$ cat src/rtl/moore_seq_pkg.sv
// -----------------------------------------------------------------------------
// moore_seq_pkg
// Shared definitions for the Moore sequence detector:
//   - default symbol width, pattern depth and match-counter width
//   - default reset pattern (symbol 0 in the LSBs is the first symbol expected)
//   - prog_w(): width needed to hold a progress value 0..depth
//   - action_t: what the detector does on a given clock edge
// No ports (package).
// -----------------------------------------------------------------------------
package moore_seq_pkg;

    localparam int DEF_WIDTH = 3;
    localparam int DEF_DEPTH = 4;
    localparam int DEF_CNT_W = 8;

    // Pattern 1,2,1,2 with the first expected symbol in the least significant slot.
    localparam logic [DEF_WIDTH*DEF_DEPTH-1:0] DEF_PATTERN_INIT = {3'd2, 3'd1, 3'd2, 3'd1};

    // Progress runs 0..depth inclusive, so it needs clog2(depth+1) bits.
    function automatic int prog_w(input int depth);
        return $clog2(depth + 1);
    endfunction

    // Per-edge action once reset has been ruled out; load outranks a valid symbol.
    typedef enum logic [1:0] {
        ACT_HOLD  = 2'd0,
        ACT_LOAD  = 2'd1,
        ACT_SHIFT = 2'd2
    } action_t;

endpackage

$ cat src/rtl/moore_seq_det_if.sv
// -----------------------------------------------------------------------------
// moore_seq_det_if
// Bundles the symbol stream, pattern load controls and detector outputs.
//   a_in        symbol to evaluate
//   valid_in    a_in is consumed only when high
//   pattern_in  replacement pattern, symbol k at [k*WIDTH +: WIDTH]
//   load_in     latch pattern_in and restart matching
//   overlap_in  1 = overlapping matches, 0 = restart after each hit
//   z_out       match flag (Moore, from state only)
//   state_out   current progress 0..DEPTH
//   count_out   saturating number of matches
// master: the stream source; slave: the detector.
// -----------------------------------------------------------------------------
interface moore_seq_det_if
    import moore_seq_pkg::*;
#(
    parameter int WIDTH = DEF_WIDTH,
    parameter int DEPTH = DEF_DEPTH,
    parameter int CNT_W = DEF_CNT_W
);
    localparam int PW = prog_w(DEPTH);

    logic [WIDTH-1:0]       a_in;
    logic                   valid_in;
    logic [WIDTH*DEPTH-1:0] pattern_in;
    logic                   load_in;
    logic                   overlap_in;
    logic                   z_out;
    logic [PW-1:0]          state_out;
    logic [CNT_W-1:0]       count_out;

    modport master (
        output a_in, valid_in, pattern_in, load_in, overlap_in,
        input  z_out, state_out, count_out
    );

    modport slave (
        input  a_in, valid_in, pattern_in, load_in, overlap_in,
        output z_out, state_out, count_out
    );

endinterface

$ cat src/rtl/moore_prefix_match.sv
// -----------------------------------------------------------------------------
// moore_prefix_match
// Combinational: given the symbol history (newest symbol in slot 0, already
// including the symbol being evaluated), the pattern and the number of eligible
// symbols before that newest one, returns the longest k (1..min(DEPTH, elig+1))
// whose last k history symbols equal pattern symbols 0..k-1, or 0.
//   history   DEPTH symbols, slot 0 newest
//   pattern   DEPTH symbols, slot 0 first expected
//   elig      eligible history count before the newest symbol
//   progress  resulting progress value
// -----------------------------------------------------------------------------
module moore_prefix_match
    import moore_seq_pkg::*;
#(
    parameter int WIDTH = DEF_WIDTH,
    parameter int DEPTH = DEF_DEPTH,
    parameter int PW    = prog_w(DEPTH)
) (
    input  logic [WIDTH*DEPTH-1:0] history,
    input  logic [WIDTH*DEPTH-1:0] pattern,
    input  logic [PW-1:0]          elig,
    output logic [PW-1:0]          progress
);

    logic hit;

    // Try every candidate length in ascending order; a later (longer) hit
    // overwrites an earlier one, so the longest matching prefix wins.
    // For length k, pattern symbol j lines up with history slot k-1-j.
    always_comb begin
        progress = '0;
        hit      = 1'b0;
        for (int k = 1; k <= DEPTH; k++) begin
            hit = (k <= int'(elig) + 1);
            for (int j = 0; j < DEPTH; j++) begin
                if (j < k &&
                    pattern[j*WIDTH +: WIDTH] != history[((j < k) ? (k - 1 - j) : 0)*WIDTH +: WIDTH]) begin
                    hit = 1'b0;
                end
            end
            if (hit) begin
                progress = PW'(k);
            end
        end
    end

endmodule

$ cat src/rtl/moore_seq_det.sv
// -----------------------------------------------------------------------------
// moore_seq_det
// Moore-style detector for a programmable DEPTH-symbol pattern in a stream of
// WIDTH-bit symbols, with optional overlapping matches and a saturating match
// counter.
//   clock   rising-edge clock
//   reset   synchronous, active-high; restores PATTERN_INIT and clears state
//   bus     moore_seq_det_if.slave (stream in, pattern load, match outputs)
// -----------------------------------------------------------------------------
module moore_seq_det
    import moore_seq_pkg::*;
#(
    parameter int                               WIDTH        = DEF_WIDTH,
    parameter int                               DEPTH        = DEF_DEPTH,
    parameter int                               CNT_W        = DEF_CNT_W,
    parameter logic [WIDTH*DEPTH-1:0]           PATTERN_INIT = DEF_PATTERN_INIT
) (
    input logic             clock,
    input logic             reset,
    moore_seq_det_if.slave  bus
);

    localparam int PW = prog_w(DEPTH);

    logic [WIDTH*DEPTH-1:0] pattern_q, pattern_d;
    logic [WIDTH*DEPTH-1:0] history_q, history_d;
    logic [WIDTH*DEPTH-1:0] history_shift;
    logic [PW-1:0]          progress_q, progress_d;
    logic [PW-1:0]          elig_q, elig_d;
    logic [PW-1:0]          elig_eff;
    logic [PW-1:0]          match_progress;
    logic [CNT_W-1:0]       count_q, count_d;
    action_t                action;

    // History as it would look after accepting a_in: newest symbol in slot 0,
    // oldest symbol falls off the top.
    assign history_shift = {history_q[WIDTH*(DEPTH-1)-1:0], bus.a_in};

    // In non-overlap mode a completed match forgets all prior history, so the
    // next symbol can only start a fresh match of length 1.
    assign elig_eff = (!bus.overlap_in && progress_q == PW'(DEPTH)) ? '0 : elig_q;

    moore_prefix_match #(
        .WIDTH (WIDTH),
        .DEPTH (DEPTH),
        .PW    (PW)
    ) u_prefix_match (
        .history  (history_shift),
        .pattern  (pattern_q),
        .elig     (elig_eff),
        .progress (match_progress)
    );

    // State register; reset restores the power-up pattern but keeps nothing
    // of the stream seen so far.
    always_ff @(posedge clock) begin
        if (reset) begin
            pattern_q  <= PATTERN_INIT;
            history_q  <= '0;
            progress_q <= '0;
            elig_q     <= '0;
            count_q    <= '0;
        end else begin
            pattern_q  <= pattern_d;
            history_q  <= history_d;
            progress_q <= progress_d;
            elig_q     <= elig_d;
            count_q    <= count_d;
        end
    end

    // Next-state logic: load beats a valid symbol; with neither, everything
    // holds. The counter only moves on a valid symbol that completes a match
    // and sticks at its all-ones value.
    always_comb begin
        action     = ACT_HOLD;
        pattern_d  = pattern_q;
        history_d  = history_q;
        progress_d = progress_q;
        elig_d     = elig_q;
        count_d    = count_q;

        if (bus.load_in) begin
            action = ACT_LOAD;
        end else if (bus.valid_in) begin
            action = ACT_SHIFT;
        end

        case (action)
            ACT_LOAD: begin
                pattern_d  = bus.pattern_in;
                history_d  = '0;
                progress_d = '0;
                elig_d     = '0;
            end
            ACT_SHIFT: begin
                history_d  = history_shift;
                progress_d = match_progress;
                elig_d     = (elig_eff == PW'(DEPTH)) ? elig_eff : elig_eff + PW'(1);
                if (match_progress == PW'(DEPTH) && count_q != '1) begin
                    count_d = count_q + CNT_W'(1);
                end
            end
            default: begin
            end
        endcase
    end

    // Outputs come straight from registered state (Moore).
    assign bus.z_out     = (progress_q == PW'(DEPTH));
    assign bus.state_out = progress_q;
    assign bus.count_out = count_q;

endmodule

$ cat src/flat_wrapper.sv
// flat-port wrapper written by rule: the top's interface ports become plain ports
module moore_seq_det_flat import moore_seq_pkg::*;
#(
    parameter int                               WIDTH        = DEF_WIDTH,
    parameter int                               DEPTH        = DEF_DEPTH,
    parameter int                               CNT_W        = DEF_CNT_W,
    parameter logic [WIDTH*DEPTH-1:0]           PATTERN_INIT = DEF_PATTERN_INIT
)
  (clock, reset, bus_a_in, bus_valid_in, bus_pattern_in, bus_load_in, bus_overlap_in, bus_z_out, bus_state_out, bus_count_out);
  moore_seq_det_if #(.WIDTH(WIDTH), .DEPTH(DEPTH), .CNT_W(CNT_W)) bus_i ();
  input logic clock;
  input logic reset;
  input wire logic [$bits(bus_i.a_in)-1:0] bus_a_in;
  input wire logic [$bits(bus_i.valid_in)-1:0] bus_valid_in;
  input wire logic [$bits(bus_i.pattern_in)-1:0] bus_pattern_in;
  input wire logic [$bits(bus_i.load_in)-1:0] bus_load_in;
  input wire logic [$bits(bus_i.overlap_in)-1:0] bus_overlap_in;
  output wire logic [$bits(bus_i.z_out)-1:0] bus_z_out;
  output wire logic [$bits(bus_i.state_out)-1:0] bus_state_out;
  output wire logic [$bits(bus_i.count_out)-1:0] bus_count_out;
  assign bus_i.a_in = bus_a_in;
  assign bus_i.valid_in = bus_valid_in;
  assign bus_i.pattern_in = bus_pattern_in;
  assign bus_i.load_in = bus_load_in;
  assign bus_i.overlap_in = bus_overlap_in;
  assign bus_z_out = bus_i.z_out;
  assign bus_state_out = bus_i.state_out;
  assign bus_count_out = bus_i.count_out;
  moore_seq_det #(.WIDTH(WIDTH), .DEPTH(DEPTH), .CNT_W(CNT_W), .PATTERN_INIT(PATTERN_INIT)) u_core (.clock(clock), .reset(reset), .bus(bus_i));
endmodule
$ cat config.mk
export PLATFORM = sky130hd
export DESIGN_NAME = moore_seq_det_flat
export DESIGN_NICKNAME = d
export VERILOG_FILES = /design/src/rtl/moore_seq_pkg.sv /design/src/rtl/moore_seq_det_if.sv /design/src/rtl/moore_prefix_match.sv /design/src/rtl/moore_seq_det.sv /design/src/flat_wrapper.sv
export SDC_FILE = /design/constraint.sdc
export NUM_CORES = 1
export LEC_CHECK = 0
export ABC_AREA = 0
export CORE_ASPECT_RATIO = 1.4
export CORE_MARGIN = 4
export CORE_UTILIZATION = 35
export CTS_CLUSTER_SIZE = 25
export DETAILED_ROUTE_END_ITERATION = 10
export GPL_ROUTABILITY_DRIVEN = 0
export HOLD_SLACK_MARGIN = 0.08
export SYNTH_ARGS = -nofsm -noshare
export SYNTH_HDL_FRONTEND = slang
export SYNTH_SLANG_ARGS = --single-unit
$ cat constraint.sdc
create_clock -name clock -period 2.8 [get_ports clock]
set_input_delay 0.42 -clock clock [delete_from_list [all_inputs] [get_ports clock]]
set_output_delay 0.42 -clock clock [all_outputs]
set_load 0.01 [all_outputs]
==> results of run 1 <==
-- area by class of cell --
type / count / share of cell area (%)
clock inverters: 1 / 1.139
inverters: 6 / 0.8539
well taps: 68 / 3.226
clock buffers: 6 / 2.751
repair buffers: 48 / 16.70
flip-flops and latches: 35 / 26.57
multi-input cells: 176 / 48.77
-- sequential cells by signal, indices dropped and copies added, names as in the netlist --
| signal | count |
|---|---|
| u_core.bus.count_out | 8 |
| u_core.bus.state_out | 3 |
| u_core.elig_q | 3 |
| u_core.pattern_q | 12 |
| u_core.history_q | 9 |
-- routing by layer --
| layer | wire, um | up-vias | GRT usage (%) | part of all wire, % |
|---|---|---|---|---|
| met4 | 68 | 0 | 5.824 | 1.4 |
| met2 | 2526 | 39 | 24.27 | 52 |
| met1 | 2098 | 830 | 17.68 | 43 |
| met3 | 185 | 6 | 2.755 | 3.8 |
| li1 | - | 897 | - | - |
| met5 | 0 | - | 0 | 0 |
-- cell usage after synthesis, types with 5 or more instances --
cell	number	share of area (%)
nor3_1	6	1.5
clkbuf_1	13	2.4
inv_1	6	1.1
nand2_1	7	1.3
nor4_1	5	1.5
ha_1	6	3.6
nand3_1	7	1.7
nor2b_1	7	2.1
nor2_1	26	4.7
mux2i_1	18	8.8
a21oi_1	9	2.2
xnor2_1	6	2.6
o21ai_0	9	2.2
dfxtp_1	35	34
xor2_1	24	10
-- worst max-delay path, stage by stage (launching register included) --
cell	delay, ns
dfxtp_1	0.38
or4b_4	0.52
nand2_2	0.10
inv_1	0.05
ha_1	0.20
a21boi_2	0.18
a311o_2	0.48
or4_1	0.49
a21oi_1	0.14
-- power by group through the flow --
stage | Clock, mW | Combinational (mW) | Sequential, mW
2_1_floorplan | 0 | 0.0949 | 0.533
3_3_place_gp | 0 | 0.136 | 0.543
3_5_place_dp | 0 | 0.137 | 0.543
4_1_cts | 0.452 | 0.138 | 0.532
5_1_grt | 0.468 | 0.153 | 0.534
6_report | 0.438 | 0.137 | 0.532
-- per-stage QoR --
stage	TNS [ns]	utilization, %
after floorplan	0	-
after global placement	-2.534	44.42
after CTS	0	46.52
final	0	47.05
after detailed placement	-3.023	44.42
after global routing	0	47.05
-- cell families after synthesis --
group	after synthesis	synth area share [%]
and+or+nand+nor	82	22.19
xor gates and xnor gates	30	12.77
adders and majority gates	6	3.647
muxes	19	9.301
AOI/OAI and AO/OA	38	12.52
buffers and inverters	26	5.532
DFF	35	34.04
-- timing repair --
item                       4_1_cts  5_1_grt
pin swaps                        1        4
setup buffers                    0        0
setup endpoints to repair        7        9
gates resized for setup          2       10
gates cloned                     1        0
-- how the worst max path moves through the flow --
stage / startpoint / end / slack, ns / depth (start not counted)
3_5_place_dp: bus_overlap_in / u_core.bus.count_out[3] / -0.38 / 9
6_report: u_core.bus.state_out[2] / u_core.bus.count_out[3] / 0.21 / 8
3_3_place_gp: bus_overlap_in / u_core.bus.count_out[4] / -0.32 / 9
2_1_floorplan: bus_overlap_in / u_core.bus.count_out[5] / 0.03 / 10
5_1_grt: u_core.bus.state_out[2] / u_core.bus.count_out[0] / 0.07 / 9
4_1_cts: bus_overlap_in / u_core.bus.count_out[3] / 0.01 / 9
==> flow_metrics.py, run 1 <==
metrics = {
    "routing": {
        "drtIter0Drc": 108,
        "firstDrtPassIters": 4,
        "drt-total-wl_mm": 4.879,
        "viasPerCell": 5.212,
        "avgRoutedWirePerCell_um": 14.35,
        "detail-route-antenna-nets": 0,
        "drc_errors": 0,
        "dr_total_vias": 1772,
    },
    "setup_path": {
        "rr_endpoint": "u_core.bus.count_out[3]",
        "r2r-start": "u_core.bus.state_out[2]",
        "rr_worst_depth": 8,
        "cp-start-kind": "flip-flop",
        "arrival_ns": 2.82,
        "crit_required_ns": 3.02,
        "critical_path_peak_fanout": 6,
        "setup.worst_path.end_class": "flip-flop",
        "critPathKind": "reg -> reg",
        "reg2reg_slack_ns": 0.21,
    },
    "place": {
        "dp.cells": 332,
        "place_ws_ns": -0.3764,
        "dp_hpwl_mm": 3.504,
        "place.port_buffers": 31,
        "dpl_cell_area_um2": 2490,
    },
    "power": {
        "static-leakage-power_nw": 1.065,
        "p_per_area_nw_per_um2": 419.9,
        "seqPwrFrac_pct": 48.0,
        "p_sw_uw": 258.8,
        "p_sw_share_pct": 23.36,
        "ir_drop_mv": 0.2533,
        "combinationalPowerShare_pct": 12.4,
        "power.total_mw": 1.108,
        "p_clk_share_pct": 39.6,
        "intPower_uw": 848.8,
    },
    "cells_and_area": {
        "most-common-layout-cells": "35 x dfxtp_1, 30 x clkdlybuf4s50_1, 26 x nor2_1, 24 x xor2_1, 18 x mux2i_1",
        "num-nets-final": 298,
        "drive_above_1_share_pct": 13.97,
        "area_growth_pct": 28.15,
        "fin_area_um2": 2638,
        "mostFrequentLayoutCell": "dfxtp_1",
        "final.fill_count": 565,
        "stdcell_count": 340,
        "n_antenna_cell": 0,
        "area.sequential_um2": 700.7,
        "multi_input_comb_area_um2": 1286,
    },
    "sta": {
        "setup_viol": 0,
        "slew_headroom_pct": 72.15,
        "fmax_mhz": 385.9,
        "post-route-period-util_pct": 92.55,
        "final.min_clock_period_ns": 2.591,
        "slew_violations": 0,
        "clock_skew_ns": 0.008902,
        "hold_viol_final": 0,
        "hold_ws_ns": 0.5113,
        "worstMarginPinSlew_ns": 0.4073,
        "rsz0062_at_grt": "no",
        "setup_slack_ns": 0.2087,
    },
    "global_route": {
        "grt_pass1_wl_mm": 8.224,
        "grt_max_degree": 21,
        "grt_usage_pct": 14.41,
        "first_global_vias": 1701,
        "grt_antenna_before_repair": 0,
        "overflow": 0,
    },
    "floorplan": {
        "io_pins": 32,
        "dieArea_um2": 7189,
        "core_area_um2": 5605,
        "die_x_um": 72.81,
        "fp-row-count": 32,
        "start_util_pct": 36.72,
        "die_h_um": 98.74,
    },
    "logic_synthesis": {
        "synth_edf_count": 0,
        "synth_nets": 262,
        "ys.flop_type": "dfxtp_1",
        "async_flop_share_pct": 0,
        "yosys_warnings": 0,
        "synth_cell_types": 47,
        "yosysSeqAreaShare_pct": 34.04,
        "syn_area_um2": 2058,
        "syn_area_per_cell_um2": 8.721,
        "syn_inst": 236,
        "synth_seq_cells": 35,
    },
    "run": {
        "maxCapViolCount": 0,
    },
    "clock_network": {
        "tritoncts": "yes",
        "clk_latency_ns": 0.29,
        "h-tree-depth": 2,
        "ctsHoldBuffers": 0,
        "cts_buffer_depth": 2,
        "clkTransAtPathRegs_ns": 0.07,
        "cts_buffers": 5,
        "clock_sinks": 35,
        "clockRootBuffer": "clkbuf_8",
    },
    "run_status": {
        "status": "finished, final reports clean",
    },
    "worst_hold_path": {
        "min_path_type": "reg -> reg",
        "hp-start": "u_core.bus.count_out[6]",
        "hold_end": "u_core.bus.count_out[6]",
        "hold_path_depth": 2,
    },
}
Note: power is estimated with default switching activity, not from simulation.
==> run 2, diff against run 1 <==
==> constraint.sdc (replaced) <==
create_clock -name clock -period 2.8 [get_ports clock]
set_input_delay 0.56 -clock clock [delete_from_list [all_inputs] [get_ports clock]]
set_output_delay 0.56 -clock clock [all_outputs]
set_load 0.01 [all_outputs]
==> run 2 against run 1 <==
Clock skew increased by 0.0030 ns. Worst hold slack worse by 0.0081 ns. Wire length rose by 4.0%. Largest power group unchanged. Highest routed layer unchanged.
==> flow_metrics.py, run 2 (synthesized netlist as in run 1, its figures left out) <==
metrics = {
    "floorplan": {
        "die_x_um": 72.81,
        "io_pins": 32,
        "core_area_um2": 5605,
        "start_util_pct": 36.72,
        "fp-row-count": 32,
        "dieArea_um2": 7189,
        "die_h_um": 98.74,
    },
    "routing": {
        "drc_errors": 0,
        "firstDrtPassIters": 4,
        "detail-route-antenna-nets": 0,
        "viasPerCell": 5.291,
        "avgRoutedWirePerCell_um": 14.75,
        "drtIter0Drc": 125,
        "drt-total-wl_mm": 5.075,
        "dr_total_vias": 1820,
    },
    "setup_path": {
        "setup.worst_path.end_class": "flip-flop",
        "critical_path_peak_fanout": 6,
        "slowest_delay_ns": 0.54,
        "critPathKind": "in -> reg",
        "arrival_ns": 2.91,
        "reg2reg_slack_ns": 0.30,
        "slowest_stage": "or4b_4",
        "path_cells": "dlygate4sd2_1, or4b_4, nand2_2, inv_1, ha_2, a21boi_4, a311o_2, or4_1, a21oi_1",
        "crit_required_ns": 3.03,
        "rr_worst_depth": 8,
        "cp-start-kind": "input pin",
    },
    "place": {
        "dp.cells": 334,
        "dp_hpwl_mm": 3.581,
        "place.port_buffers": 31,
        "dpl_cell_area_um2": 2510,
        "place_ws_ns": -0.4064,
    },
    "run_status": {
        "status": "finished, final reports clean",
    },
    "global_route": {
        "overflow": 0,
        "grt_usage_pct": 15.35,
        "grt_max_degree": 22,
        "grt_pass1_wl_mm": 8.700,
        "first_global_vias": 1805,
        "grt_antenna_before_repair": 0,
    },
    "power": {
        "p_per_area_nw_per_um2": 429.6,
        "static-leakage-power_nw": 1.076,
        "ir_drop_mv": 0.2724,
    },
    "sta": {
        "worstMarginPinSlew_ns": 0.4377,
        "final.min_clock_period_ns": 2.688,
        "setup_slack_ns": 0.1124,
        "slew_violations": 0,
        "setup_viol": 0,
        "hold_viol_final": 0,
        "post-route-period-util_pct": 95.99,
        "slew_headroom_pct": 70.07,
        "rsz0062_at_grt": "no",
        "setup_tns_ns": 0,
        "clock_skew_ns": 0.01193,
        "fmax_mhz": 372.1,
    },
    "cells_and_area": {
        "stdcell_count": 344,
        "top_register": "u_core.pattern_q",
        "n_antenna_cell": 0,
        "utilization_pct": 47.50,
        "largest_register_ffs": 12,
        "mostFrequentLayoutCell": "dfxtp_1",
        "most-common-layout-cells": "35 x dfxtp_1, 30 x clkdlybuf4s50_1, 26 x nor2_1, 24 x xor2_1, 20 x buf_4",
        "num-nets-final": 301,
        "fin_area_um2": 2663,
        "area_growth_pct": 29.36,
        "drive_above_1_share_pct": 14.13,
    },
    "clock_network": {
        "clkTransAtPathRegs_ns": 0.08,
        "clk_latency_ns": 0.29,
        "h-tree-depth": 2,
        "tritoncts": "yes",
        "cts_buffer_depth": 2,
        "clock_sinks": 35,
        "ctsHoldBuffers": 0,
        "clockRootBuffer": "clkbuf_8",
        "cts_buffers": 5,
    },
    "run": {
        "maxCapViolCount": 0,
    },
    "worst_hold_path": {
        "hold_path_depth": 2,
        "min_path_type": "reg -> reg",
    },
}
==> run 2: repair_timing <==
action,4_1_cts,5_1_grt
gates resized for setup,7,0
setup endpoints to repair,9,0
setup buffers,1,0
==> run 2: report_power, final <==
group          internal (mW)  switching, mW  total (mW)
Sequential             0.512         0.0207       0.532
Clock                  0.288          0.183       0.471
Combinational         0.0782         0.0619       0.140
Total                  0.878          0.266        1.14
==> run 2: final cells by class <==
| class | count | area (um^2) |
|---|---|---|
| Fill cell | 581 | 2943 |
| Multi-Input combinational cell | 176 | 1277 |
| Sequential cell | 35 | 700.7 |
| Timing Repair Buffer | 51 | 459.2 |
| Tap cell | 68 | 85.08 |
| Clock buffer | 6 | 82.58 |
| Clock inverter | 2 | 35.03 |
| Inverter | 6 | 22.52 |
==> run 2: metal layers <==
layer | routed length [um] | GRT usage [%] | part of all wire (%)
met2 | 2600 | 26.91 | 51
met5 | 0 | 0 | 0
met1 | 2128 | 17.71 | 42
met3 | 203 | 3.265 | 4.0
met4 | 142 | 6.108 | 2.8
==> run 2: stage by stage <==
stage | hold slack, ns | power, mW
detailed placement | 0.4905 | 0.6843
finish | 0.5032 | 1.144
global placement | 0.4844 | 0.6824
global route | 0.5170 | 1.198
CTS | 0.5019 | 1.162
floorplan | 0.4806 | 0.6279
==> run 2: critical path: cells and delay by family <==
family	cells	cell delay [ns]
fa+ha+maj	1	0.18
compound gates	3	0.71
simple gates	3	1.14
buf+inv	2	0.30
==> run 2: path summary, 6_finish.rpt <==
| check | startpoint | end |
|---|---|---|
| worst max-delay path | bus_overlap_in | u_core.bus.count_out[3] |
| worst min register to register | u_core.bus.count_out[7] | u_core.bus.count_out[7] |
| worst max register to register | u_core.bus.state_out[2] | u_core.bus.count_out[3] |
| worst min-delay path | u_core.bus.count_out[7] | u_core.bus.count_out[7] |
